[src/rtl/decode_stage_if.sv]
// decode_stage_if: fetch-side and execute-side handshake plus decoded payload
// of the RV32I decode stage. The decode stage connects through the slave
// modport; whatever drives instructions in and consumes decoded results uses
// the master modport.
//
// Handshake: a transfer happens on a rising clock edge where valid and ready
// are both 1. A producer holds valid and payload stable until the transfer.
// Ready never depends combinationally on the partner's valid.
interface decode_stage_if #(
    parameter int WIDTH = 32
);
    logic             i_valid;
    logic             o_ready;
    logic [WIDTH-1:0] i_instruction;
    logic [WIDTH-1:0] i_pc;
    logic             o_valid;
    logic             i_ready;
    logic [WIDTH-1:0] o_pc;
    logic [6:0]       o_opcode;
    logic [4:0]       o_rd;
    logic [2:0]       o_funct3;
    logic [4:0]       o_rs1;
    logic [4:0]       o_rs2;
    logic [6:0]       o_funct7;
    logic [WIDTH-1:0] o_immediate;
    logic [2:0]       o_format;
    logic             o_illegal;

    modport slave (
        input  i_valid, i_instruction, i_pc, i_ready,
        output o_ready, o_valid, o_pc, o_opcode, o_rd, o_funct3, o_rs1,
               o_rs2, o_funct7, o_immediate, o_format, o_illegal
    );

    modport master (
        output i_valid, i_instruction, i_pc, i_ready,
        input  o_ready, o_valid, o_pc, o_opcode, o_rd, o_funct3, o_rs1,
               o_rs2, o_funct7, o_immediate, o_format, o_illegal
    );
endinterface

[src/rtl/decode_stage.sv]
// decode_stage: registered RV32I decode with a two-entry skid buffer.
// Each accepted word is split into fields, its sign-extended immediate and
// format are computed, and the result is registered (one cycle latency).
// o_ready is a pure function of the state register so it never depends on
// the downstream ready in the same cycle.
// Optional feature macro: DECODE_ILLEGAL_CHECK_EN enables illegal-encoding
// detection on o_illegal; without it o_illegal is tied to 0.
// o_dbg_state exposes the FSM state (0 EMPTY, 1 ONE, 2 FULL).
module decode_stage #(
    parameter int WIDTH = 32
) (
    input  logic                 i_clk,
    input  logic                 i_rst_n,
    decode_stage_if.slave        bus,
    output logic [1:0]           o_dbg_state
);
    typedef enum logic [1:0] {
        ST_EMPTY = 2'd0,
        ST_ONE   = 2'd1,
        ST_FULL  = 2'd2
    } state_t;

    typedef struct packed {
        logic [WIDTH-1:0] pc;
        logic [6:0]       opcode;
        logic [4:0]       rd;
        logic [2:0]       funct3;
        logic [4:0]       rs1;
        logic [4:0]       rs2;
        logic [6:0]       funct7;
        logic [WIDTH-1:0] imm;
        logic [2:0]       fmt;
        logic             illegal;
    } dec_t;

    localparam logic [2:0] FMT_R    = 3'd0;
    localparam logic [2:0] FMT_I    = 3'd1;
    localparam logic [2:0] FMT_S    = 3'd2;
    localparam logic [2:0] FMT_B    = 3'd3;
    localparam logic [2:0] FMT_U    = 3'd4;
    localparam logic [2:0] FMT_J    = 3'd5;
    localparam logic [2:0] FMT_NONE = 3'd7;

    localparam logic [6:0] OPC_LUI      = 7'b0110111;
    localparam logic [6:0] OPC_AUIPC    = 7'b0010111;
    localparam logic [6:0] OPC_JAL      = 7'b1101111;
    localparam logic [6:0] OPC_JALR     = 7'b1100111;
    localparam logic [6:0] OPC_LOAD     = 7'b0000011;
    localparam logic [6:0] OPC_OP_IMM   = 7'b0010011;
    localparam logic [6:0] OPC_MISC_MEM = 7'b0001111;
    localparam logic [6:0] OPC_SYSTEM   = 7'b1110011;
    localparam logic [6:0] OPC_BRANCH   = 7'b1100011;
    localparam logic [6:0] OPC_STORE    = 7'b0100011;
    localparam logic [6:0] OPC_OP       = 7'b0110011;

    // Reset image: all fields zero, format reads as NONE.
    localparam dec_t DEC_RESET = '{pc: '0, opcode: '0, rd: '0, funct3: '0,
                                   rs1: '0, rs2: '0, funct7: '0, imm: '0,
                                   fmt: FMT_NONE, illegal: 1'b0};

    state_t           state_q, state_d;
    dec_t             out_q, out_d;
    dec_t             skid_q, skid_d;
    dec_t             dec;
    logic [WIDTH-1:0] ins;
    logic             push, pop;

    assign ins  = bus.i_instruction;
    assign push = bus.i_valid && (state_q != ST_FULL);
    assign pop  = (state_q != ST_EMPTY) && bus.i_ready;

    // Combinational decode of the incoming word: fields, format, immediate, illegal flag.
    always_comb begin
        dec        = DEC_RESET;
        dec.pc     = bus.i_pc;
        dec.opcode = ins[6:0];
        dec.rd     = ins[11:7];
        dec.funct3 = ins[14:12];
        dec.rs1    = ins[19:15];
        dec.rs2    = ins[24:20];
        dec.funct7 = ins[31:25];

        case (ins[6:0])
            OPC_LUI, OPC_AUIPC:                       dec.fmt = FMT_U;
            OPC_JAL:                                  dec.fmt = FMT_J;
            OPC_JALR, OPC_LOAD, OPC_OP_IMM,
            OPC_MISC_MEM, OPC_SYSTEM:                 dec.fmt = FMT_I;
            OPC_BRANCH:                               dec.fmt = FMT_B;
            OPC_STORE:                                dec.fmt = FMT_S;
            OPC_OP:                                   dec.fmt = FMT_R;
            default:                                  dec.fmt = FMT_NONE;
        endcase

        case (dec.fmt)
            FMT_I:   dec.imm = {{20{ins[31]}}, ins[31:20]};
            FMT_S:   dec.imm = {{20{ins[31]}}, ins[31:25], ins[11:7]};
            FMT_B:   dec.imm = {{19{ins[31]}}, ins[31], ins[7], ins[30:25], ins[11:8], 1'b0};
            FMT_U:   dec.imm = {ins[31:12], 12'b0};
            FMT_J:   dec.imm = {{11{ins[31]}}, ins[31], ins[19:12], ins[20], ins[30:21], 1'b0};
            default: dec.imm = '0;
        endcase

`ifdef DECODE_ILLEGAL_CHECK_EN
        // Reserved funct3/funct7 combinations for opcodes that have them;
        // every other opcode is legal unless it has no format at all.
        case (ins[6:0])
            OPC_JALR:   dec.illegal = (ins[14:12] != 3'b000);
            OPC_BRANCH: dec.illegal = (ins[14:12] == 3'b010) || (ins[14:12] == 3'b011);
            OPC_LOAD:   dec.illegal = !((ins[14:12] == 3'b000) || (ins[14:12] == 3'b001) ||
                                        (ins[14:12] == 3'b010) || (ins[14:12] == 3'b100) ||
                                        (ins[14:12] == 3'b101));
            OPC_STORE:  dec.illegal = (ins[14:12] > 3'b010);
            OPC_OP:     dec.illegal = !((ins[31:25] == 7'b0000000) || (ins[31:25] == 7'b0100000)) ||
                                      ((ins[31:25] == 7'b0100000) &&
                                       !((ins[14:12] == 3'b000) || (ins[14:12] == 3'b101)));
            OPC_OP_IMM: begin
                if (ins[14:12] == 3'b001) begin
                    dec.illegal = (ins[31:25] != 7'b0000000);
                end else if (ins[14:12] == 3'b101) begin
                    dec.illegal = !((ins[31:25] == 7'b0000000) || (ins[31:25] == 7'b0100000));
                end else begin
                    dec.illegal = 1'b0;
                end
            end
            default:    dec.illegal = (dec.fmt == FMT_NONE);
        endcase
`else
        dec.illegal = 1'b0;
`endif
    end

    // Next-state and register loads for the output/skid pair.
    always_comb begin
        state_d = state_q;
        out_d   = out_q;
        skid_d  = skid_q;
        case (state_q)
            ST_EMPTY: begin
                if (push) begin
                    state_d = ST_ONE;
                    out_d   = dec;
                end
            end
            ST_ONE: begin
                if (push && pop) begin
                    out_d = dec;
                end else if (push) begin
                    state_d = ST_FULL;
                    skid_d  = dec;
                end else if (pop) begin
                    state_d = ST_EMPTY;
                end
            end
            ST_FULL: begin
                if (pop) begin
                    state_d = ST_ONE;
                    out_d   = skid_q;
                end
            end
            default: state_d = ST_EMPTY;
        endcase
    end

    // State, output and skid registers; reset drops any in-flight entries.
    always_ff @(posedge i_clk or negedge i_rst_n) begin
        if (!i_rst_n) begin
            state_q <= ST_EMPTY;
            out_q   <= DEC_RESET;
            skid_q  <= DEC_RESET;
        end else begin
            state_q <= state_d;
            out_q   <= out_d;
            skid_q  <= skid_d;
        end
    end

    assign bus.o_valid     = (state_q != ST_EMPTY);
    assign bus.o_ready     = (state_q != ST_FULL);
    assign bus.o_pc        = out_q.pc;
    assign bus.o_opcode    = out_q.opcode;
    assign bus.o_rd        = out_q.rd;
    assign bus.o_funct3    = out_q.funct3;
    assign bus.o_rs1       = out_q.rs1;
    assign bus.o_rs2       = out_q.rs2;
    assign bus.o_funct7    = out_q.funct7;
    assign bus.o_immediate = out_q.imm;
    assign bus.o_format    = out_q.fmt;
    assign bus.o_illegal   = out_q.illegal;
    assign o_dbg_state     = state_q;
endmodule

[src/flat_wrapper.sv]
// flat-port wrapper written by rule: the top's interface ports become plain ports
module decode_stage_flat 
#(
    parameter int WIDTH = 32
)
  (i_clk, i_rst_n, o_dbg_state, bus_i_valid, bus_i_instruction, bus_i_pc, bus_i_ready, bus_o_ready, bus_o_valid, bus_o_pc, bus_o_opcode, bus_o_rd, bus_o_funct3, bus_o_rs1, bus_o_rs2, bus_o_funct7, bus_o_immediate, bus_o_format, bus_o_illegal);
  decode_stage_if #(.WIDTH(WIDTH)) bus_i ();
  input  logic i_clk;
  input  logic i_rst_n;
  output logic [1:0] o_dbg_state;
  input wire logic [$bits(bus_i.i_valid)-1:0] bus_i_valid;
  input wire logic [$bits(bus_i.i_instruction)-1:0] bus_i_instruction;
  input wire logic [$bits(bus_i.i_pc)-1:0] bus_i_pc;
  input wire logic [$bits(bus_i.i_ready)-1:0] bus_i_ready;
  output wire logic [$bits(bus_i.o_ready)-1:0] bus_o_ready;
  output wire logic [$bits(bus_i.o_valid)-1:0] bus_o_valid;
  output wire logic [$bits(bus_i.o_pc)-1:0] bus_o_pc;
  output wire logic [$bits(bus_i.o_opcode)-1:0] bus_o_opcode;
  output wire logic [$bits(bus_i.o_rd)-1:0] bus_o_rd;
  output wire logic [$bits(bus_i.o_funct3)-1:0] bus_o_funct3;
  output wire logic [$bits(bus_i.o_rs1)-1:0] bus_o_rs1;
  output wire logic [$bits(bus_i.o_rs2)-1:0] bus_o_rs2;
  output wire logic [$bits(bus_i.o_funct7)-1:0] bus_o_funct7;
  output wire logic [$bits(bus_i.o_immediate)-1:0] bus_o_immediate;
  output wire logic [$bits(bus_i.o_format)-1:0] bus_o_format;
  output wire logic [$bits(bus_i.o_illegal)-1:0] bus_o_illegal;
  assign bus_i.i_valid = bus_i_valid;
  assign bus_i.i_instruction = bus_i_instruction;
  assign bus_i.i_pc = bus_i_pc;
  assign bus_i.i_ready = bus_i_ready;
  assign bus_o_ready = bus_i.o_ready;
  assign bus_o_valid = bus_i.o_valid;
  assign bus_o_pc = bus_i.o_pc;
  assign bus_o_opcode = bus_i.o_opcode;
  assign bus_o_rd = bus_i.o_rd;
  assign bus_o_funct3 = bus_i.o_funct3;
  assign bus_o_rs1 = bus_i.o_rs1;
  assign bus_o_rs2 = bus_i.o_rs2;
  assign bus_o_funct7 = bus_i.o_funct7;
  assign bus_o_immediate = bus_i.o_immediate;
  assign bus_o_format = bus_i.o_format;
  assign bus_o_illegal = bus_i.o_illegal;
  decode_stage #(.WIDTH(WIDTH)) u_core (.i_clk(i_clk), .i_rst_n(i_rst_n), .bus(bus_i), .o_dbg_state(o_dbg_state));
endmodule
[config.mk]
export PLATFORM = sky130hd
export DESIGN_NAME = decode_stage_flat
export DESIGN_NICKNAME = d
export VERILOG_FILES = /design/src/rtl/decode_stage_if.sv /design/src/rtl/decode_stage.sv /design/src/flat_wrapper.sv
export SDC_FILE = /design/constraint.sdc
export NUM_CORES = 1
export LEC_CHECK = 0
export CORE_MARGIN = 4
export CORE_UTILIZATION = 56
export CTS_CLUSTER_SIZE = 28
export DETAILED_ROUTE_END_ITERATION = 6
export PLACE_DENSITY = 0.81
export SYNTH_ARGS = -nofsm -noshare
export SYNTH_HDL_FRONTEND = slang
export SYNTH_SLANG_ARGS = --single-unit
[constraint.sdc]
create_clock -name i_clk -period 3.55 [get_ports i_clk]
set_input_delay 0.71 -clock i_clk [delete_from_list [all_inputs] [get_ports i_clk]]
set_output_delay 0.71 -clock i_clk [all_outputs]
set_load 0.01 [all_outputs]
==> Implementation_results.wiki, run 1 <==
{| class="wikitable"
! Metric !! Value
|-
| Result of the run || finished, final reports clean
|-
| Wire length of the first global-routing pass || between 30,000 and 40,000 um
|-
| Fin. max-slew vios || 0
|-
| Final period util || slightly above 70%
|-
| Arrival time of the worst setup path || 2.86 ns
|-
| Ys flop type || dfrtp_1
|-
| Root cell of the clock tree || clkbuf_16
|-
| Filler cell count in the final layout || about 1,100
|-
| Critical Path Sink Type || flip-flop
|-
| Synthesized cell area || 0.008906 sq mm
|-
| Area of the placeable core || about 0.015 sq mm
|-
| Postcts setup bufs || 0
|-
| Data required, critical path || around 3.8 ns
|-
| Synth async-reset ratio || 100.0%
|-
| Number of detailed-routing iterations run before antenna repair || 6
|-
| Detailed Place HPWL || roughly 15,000 um
|-
| Final number of setup-violating endpoints || 0
|-
| Largest cells by area after synthesis || dfrtp_1 55%, nand2_1 15%, a31oi_1 6.7%
|-
| Gates resized, CTS repair || 0
|-
| Weighted congestion at the end of routability-driven global placement || between 0.8 and 0.9
|-
| Mean instance size in the synthesized netlist || a little under 9 sq um
|-
| Synth warn || 0
|-
| Clock Latency Late Sink || between 0.4 and 0.5 ns
|-
| Net count after synthesis || 1,098
|-
| Vias after detailed routing || between 7,000 and 8,000
|-
| Number of instances in the synthesized netlist || 1,030
|-
| I/O pin count || 172
|-
| Number of global-route vias before repair || around 7,500
|-
| Std cell rows || 45
|-
| Net total in the final layout || between 1,000 and 1,500
|-
| Initial antenna violation count || 0
|-
| Count of input and output buffers || 170
|-
| Largest net degree at the start of global routing || 95
|-
| Clk sinks || 200
|-
| Layout-stage area growth over the synthesis result || 27.72%
|-
| Width of the die || between 100 and 150 um
|-
| Number of library cell types mapped by synthesis || 56
|-
| Seq/Total Area, Yosys || 56.28%
|-
| Starting utilization of the core area || ~58%
|-
| Drc violations || 0
|-
| Worst slew margin relative to its limit || between 20% and 30%
|-
| Top library cells by usage in the layout, fill and taps aside || 363 x nand2_1, 194 x dfrtp_1, 169 x clkdlybuf4s50_1
|-
| Worst voltage drop across the vdd grid || 0.4048 mV
|-
| Clock H-tree levels || 4
|-
| Count of antenna-violating nets left after detailed routing || 0
|-
| Routed length per placed instance || approximately 17 um
|-
| Power density over cell area || 666.2 mW/mm^2
|-
| Shortest period the worst path allows || ~2.6 ns
|-
| Max Cap Violations || 0
|-
| Unrepaired setup endpoints after global routing || no
|-
| Violation count after the first detailed-route iteration || around 830
|-
| Fin cells || 1,385
|-
| Total Neg Setup Slack || 0 ns
|-
| Deepest clock path buffer count || 2
|-
| Type of the tightest min-delay check || in -> async
|-
| EDFF count, synth || 0
|-
| CTS tree || done
|-
| Classification of the worst setup path || reg -> reg
|-
| Fraction of synthesized cell area taken by the top area cell type || a little over half
|-
| Highest attainable clock frequency || 389.7 MHz
|-
| Clock skew || ~0.0087 ns
|-
| Clk pin slew, worst setup/hold paths || 0.07 ns
|-
| Clock buffers created by TritonCTS || 17
|-
| Post-CTS Hold Buffers || 0
|-
| Final Hold Vio Count || 0
|-
| Antenna Diode Count || 0
|-
| Share of cells above drive strength 1 || under 10%
|-
| Total congestion overflow || 0
|-
| Mean number of vias per cell || roughly 5.7
|-
| Die area || 0.01799 sq mm
|-
| Die height || about 130 um
|-
| Total wire length || approximately 24,000 um
|-
| Aggregate global-route resource usage || between 20% and 30%
|-
| Total instance count after detailed placement || approximately 1,400
|-
| Startpoint kind of the worst setup timing path || flip-flop
|-
| Leakage dissipation || between 5 and 6 nW
|-
| Worst Path Max Fanout || between 70 and 80
|-
| Register bit count reported by yosys || 200
|-
| Most area-hungry cell type in the Yosys netlist || dfrtp_1
|-
| Actual transition at the worst max-transition pin || between 1 and 1.5 ns
|-
| Most common cell after layout, fill and taps aside || nand2_1
|}
per-stage QoR:
step	hold slack, ns	total power [mW]	utilization, %	area (sq um)	worst slack [ns]
floorplan	0.4144	4.391	-	8906	1.637
global placement	0.4463	5.430	69.79	10730	0.8085
detailed placement	0.4566	5.513	69.79	10730	0.7355
CTS	0.2738	7.610	74.00	11370	1.065
global route	0.2815	7.991	74.00	11370	0.9535
finish	0.2573	7.578	74.00	11370	0.9841
report_power, final:
| group | total [mW] | internal, mW | switching (mW) |
|---|---|---|---|
| Combinational | 2.11 | 1.04 | 1.07 |
| Sequential | 3.38 | 2.98 | 0.403 |
| Clock | 2.09 | 1.26 | 0.830 |
routing by layer:
layer / part of all wire [%] / global-route usage, %
met1: 42 / 37.38
met2: 49 / 42.98
met3: 7.6 / 5.701
met4: 2.3 / 9.219
met5: 0 / 0
worst paths after layout:
kind / start / to / slack (ns) / cells after the start
hold reg to reg: u_core.skid_q[1] / u_core.skid_q[1] / 0.46 / 2
min in group i_clk: u_core.skid_q[1] / u_core.skid_q[1] / 0.46 / 2
setup / recovery: u_core.o_dbg_state[0] / u_core.bus.o_immediate[10] / 0.98 / 6
max in group asynchronous: i_rst_n / u_core.bus.o_rs2[3] / 2.41 / 2
hold / removal: i_rst_n / u_core.bus.o_funct3[1] / 0.26 / 1
setup reg to reg: u_core.o_dbg_state[0] / u_core.bus.o_immediate[10] / 0.98 / 6
registers in the layout, indices dropped and copies added (netlist names), 5 cells and up:
register                flops
u_core.bus.o_immediate     32
u_core.bus.o_rs1            5
u_core.bus.o_opcode         7
u_core.skid_q              99
u_core.bus.o_rs2            5
u_core.bus.o_pc            32
u_core.bus.o_rd             5
u_core.bus.o_funct7         7
area by class of cell:
| cell class | count | area (sq um) | share of cell area [%] |
|---|---|---|---|
| Clock buffer | 21 | 480.5 | 4.224 |
| Clock inverter | 11 | 166.4 | 1.463 |
| Inverter | 2 | 8.758 | 0.07700 |
| Multi-Input combinational cell | 753 | 3535 | 31.07 |
| Sequential cell | 200 | 5012 | 44.07 |
| Tap cell | 211 | 264.0 | 2.321 |
| Timing Repair Buffer | 187 | 1908 | 16.77 |
cell usage after synthesis (all sizes together) (3+ instances only):
library cell and instances:
a31oi 95, or2 4, nand3b 3, a21oi 42
dfstp 6, a21o 4, nand3 6, buf 52
nand2 364, dfrtp 194, a32oi 3, nor2b 3
nand2b 6, a221oi 6, o21ai 35, nor2 138
clkbuf 23, or3 11, a211oi 3
logic make-up after synthesis:
family | count (synthesis) | synth area share (%)
AND/OR/NAND/NOR | 547 | 24.71
AO/OA/AOI/OAI | 202 | 14.25
flip-flops | 200 | 56.28
buffers and inverters | 77 | 4.383
multiplexers | 2 | 0.2388
XOR/XNOR | 1 | 0.09836
other | 1 | 0.04211
worst max-delay path: stages, from the launching register on:
cell and delay [ns]:
dfrtp_1 0.46, and2b_2 0.28, buf_4 0.68, nor2_1 0.19
a22o_4 0.31, a221oi_1 0.32, nor2_1 0.11
(Power assumes the default switching activity.)
==> inputs of run 2 (changes only) <==
Settings changed: CORE_UTILIZATION 56 to 52, PLACE_DENSITY 0.81 to 0.76.
Clock period 3.55 ns to 2.6 ns, I/O delays scaled along.
==> Implementation_results.wiki, run 2 (synthesis results as in run 1) <==
{| class="wikitable"
! Metric !! Value
|-
| Count of input and output buffers || 170 (unchanged)
|-
| Count of antenna-violating nets left after detailed routing || 0 (unchanged)
|-
| Uppermost metal layer occupied by signal nets || met4
|-
| Layout-stage area growth over the synthesis result || 28.96%
|-
| Result of the run || finished, final reports clean
|-
| Unrepaired setup endpoints after global routing || no
|-
| I/O pin count || 172 (unchanged)
|-
| Post-CTS Hold Buffers || 0 (unchanged)
|-
| Std cell rows || 47 (+4.4%)
|-
| Drc violations || 0 (unchanged)
|-
| Met3 WL || 1829 um (+0.11%)
|-
| Most common cell after layout, fill and taps aside || nand2_1
|-
| Wire length of the first global-routing pass || 39,330 um (+0.88%)
|-
| Number of detailed-routing iterations run before antenna repair || 5 (-1)
|-
| Total instance count after detailed placement || 1,375 (+1.6%)
|-
| Area of the placeable core || 0.01670 sq mm (+8.7%)
|-
| CTS tree || done
|-
| Type of the tightest min-delay check || in -> async
|-
| Total wire length || 24,040 um (-0.50%)
|-
| Startpoint kind of the worst setup timing path || flip-flop
|-
| Top library cells by usage in the layout, fill and taps aside || 363 x nand2_1, 194 x dfrtp_1, 169 x clkdlybuf4s50_1
|-
| Classification of the worst setup path || reg -> out
|-
| DR WL met2 || 11,460 um (-2.4%)
|-
| Vias after detailed routing || 7,807 (-1.7%)
|-
| Weighted congestion at the end of routability-driven global placement || 0.8515 (-2.1%)
|-
| Shortest period the worst path allows || ~2.3 ns
|-
| Clock Latency Late Sink || 0.43 ns (about the same)
|-
| Biggest cell delay along the critical path || 0.57 ns (-0.11 ns)
|-
| Deepest clock path buffer count || 2 (unchanged)
|-
| Worst slew margin relative to its limit || 28.25% (+0.62 points)
|-
| Arrival time of the worst setup path || 1.82 ns (-1.04 ns)
|-
| Fin cells || 1,407 (+1.6%)
|-
| Gates resized, CTS repair || 0 (unchanged)
|-
| Sum of internal, switching and leakage power || 10.29 mW (+36%)
|-
| Root cell of the clock tree || clkbuf_16
|-
| Final period util || approximately nine tenths
|-
| Fin. max-slew vios || 0 (unchanged)
|-
| Width of the die || 138.9 um (+3.5%)
|-
| Clock buffers created by TritonCTS || 17 (unchanged)
|-
| Worst path cell trace || and2b_2 > clkinv_2 > clkdlybuf4s50_1
|-
| Final number of setup-violating endpoints || 0 (unchanged)
|-
| Max reg flops || 99 (unchanged)
|-
| Number of global-route vias before repair || 7,566 (+0.57%)
|-
| Total Neg Setup Slack || 0 ns (unchanged)
|-
| Clk sinks || 200 (unchanged)
|-
| Power density over cell area || 895.7 mW/mm^2 (+34%)
|-
| Highest attainable clock frequency || ~430 MHz
|-
| Total congestion overflow || 0 (unchanged)
|-
| Leakage dissipation || 5.105 nW (+1.2%)
|-
| Filler cell count in the final layout || 1,340 (+17%)
|-
| Data required, critical path || 2.08 ns (-1.76 ns)
|-
| Most flop-heavy register || u_core.skid_q
|-
| Share of cells above drive strength 1 || 6.992% (+0.69 points)
|-
| Antenna Diode Count || 0 (unchanged)
|-
| Clock skew || 0.007954 ns (-0.0007142 ns)
|-
| Critical Path Sink Type || primary output
|-
| CP max-delay cell || clkdlybuf4s50_1
|-
| Mean number of vias per cell || 5.549 (-3.2%)
|-
| Aggregate global-route resource usage || 25.02% (-2.0 points)
|-
| Clock H-tree levels || 4 (unchanged)
|-
| Initial antenna violation count || 0 (unchanged)
|-
| Max Cap Violations || 0 (unchanged)
|-
| Worst voltage drop across the vdd grid || 0.4558 mV (+13%)
|-
| Postcts setup bufs || 0 (unchanged)
|-
| Detailed Place HPWL || 15,640 um (+1.4%)
|-
| Largest net degree at the start of global routing || 95 (unchanged)
|-
| Actual transition at the worst max-transition pin || 1.072 ns (-0.009327 ns)
|-
| Clk pin slew, worst setup/hold paths || 0.07 ns (about the same)
|-
| Net total in the final layout || 1,242 (+1.1%)
|-
| Final Hold Vio Count || 0 (unchanged)
|-
| Routed length per placed instance || 17.09 um (-2.1%)
|-
| Die height || 138.9 um (+3.5%)
|-
| Worst Path Max Fanout || 8 (-89%)
|-
| Violation count after the first detailed-route iteration || 715 (-13%)
|-
| Die area || 0.01928 sq mm (+7.2%)
|-
| Starting utilization of the core area || 53.33% (-4.6 points)
|-
| Detailed-route wire length on metal 1 || 10,300 um (+2.7%)
|}
==> run 2: cell types whose count changed in the layout (fill, tap and decap cells not counted), sizes merged <==
cell | previous run | this run
buf | 17 | 30
clkbuf | 22 | 23
clkinvlp | 3 | 2
==> run 2: critical path, delay by kind of cell (launching register included) <==
family | cells | cell delay, ns
buffers and inverters | 2 | 0.64
DFF | 1 | 0.47
and+or+nand+nor | 1 | 0.28
==> run 2: layer usage <==
layer / GRT usage, % / up-vias
met5: 0 / -
met4: 8.084 / 0
met3: 5.897 / 29
met2: 39.89 / 315
met1: 34.20 / 3751
li1: - / 3712
==> run 2: area by class of cell <==
class	instances	area, sq um	share of cell area [%]
inverters	2	8.758	0.07626
clock buffers	22	454.2	3.955
flip-flops and latches	200	5012	43.64
well taps	220	275.3	2.397
multi-input cells	753	3535	30.78
clock inverters	10	168.9	1.471
repair buffers	200	2031	17.68
==> run 2: final timing paths <==
check	from	end	slack (ns)	depth (start not counted)
worst min register to register	u_core.skid_q[1]	u_core.skid_q[1]	0.47	2
worst max-delay path	u_core.o_dbg_state[0]	bus_o_ready	0.26	3
min in group i_clk	u_core.skid_q[1]	u_core.skid_q[1]	0.47	2
max in group asynchronous	i_rst_n	u_core.skid_q[41]	1.80	2
worst min-delay path	i_rst_n	u_core.skid_q[53]	0.06	1
worst max register to register	u_core.o_dbg_state[1]	u_core.bus.o_immediate[23]	0.67	3
==> run 2: stage by stage <==
stage                     cell area [sq um]  hold slack (ns)  setup slack, ns  util (%)
after floorplan                        8906           0.2244           0.8770         -
after global placement                10860           0.4553           0.1006     65.04
after detailed placement              10860           0.4615          0.09341     65.04
after CTS                             11480          0.07976           0.2403     68.77
after global routing                  11480          0.09428           0.1826     68.77
final                                 11480          0.05637           0.2587     68.77
==> run 2: power breakdown <==
part	internal, mW	switching, mW	total (mW)
Sequential	4.07	0.538	4.61
Clock	1.65	1.15	2.80
Combinational	1.43	1.45	2.88
Total	7.15	3.14	10.3
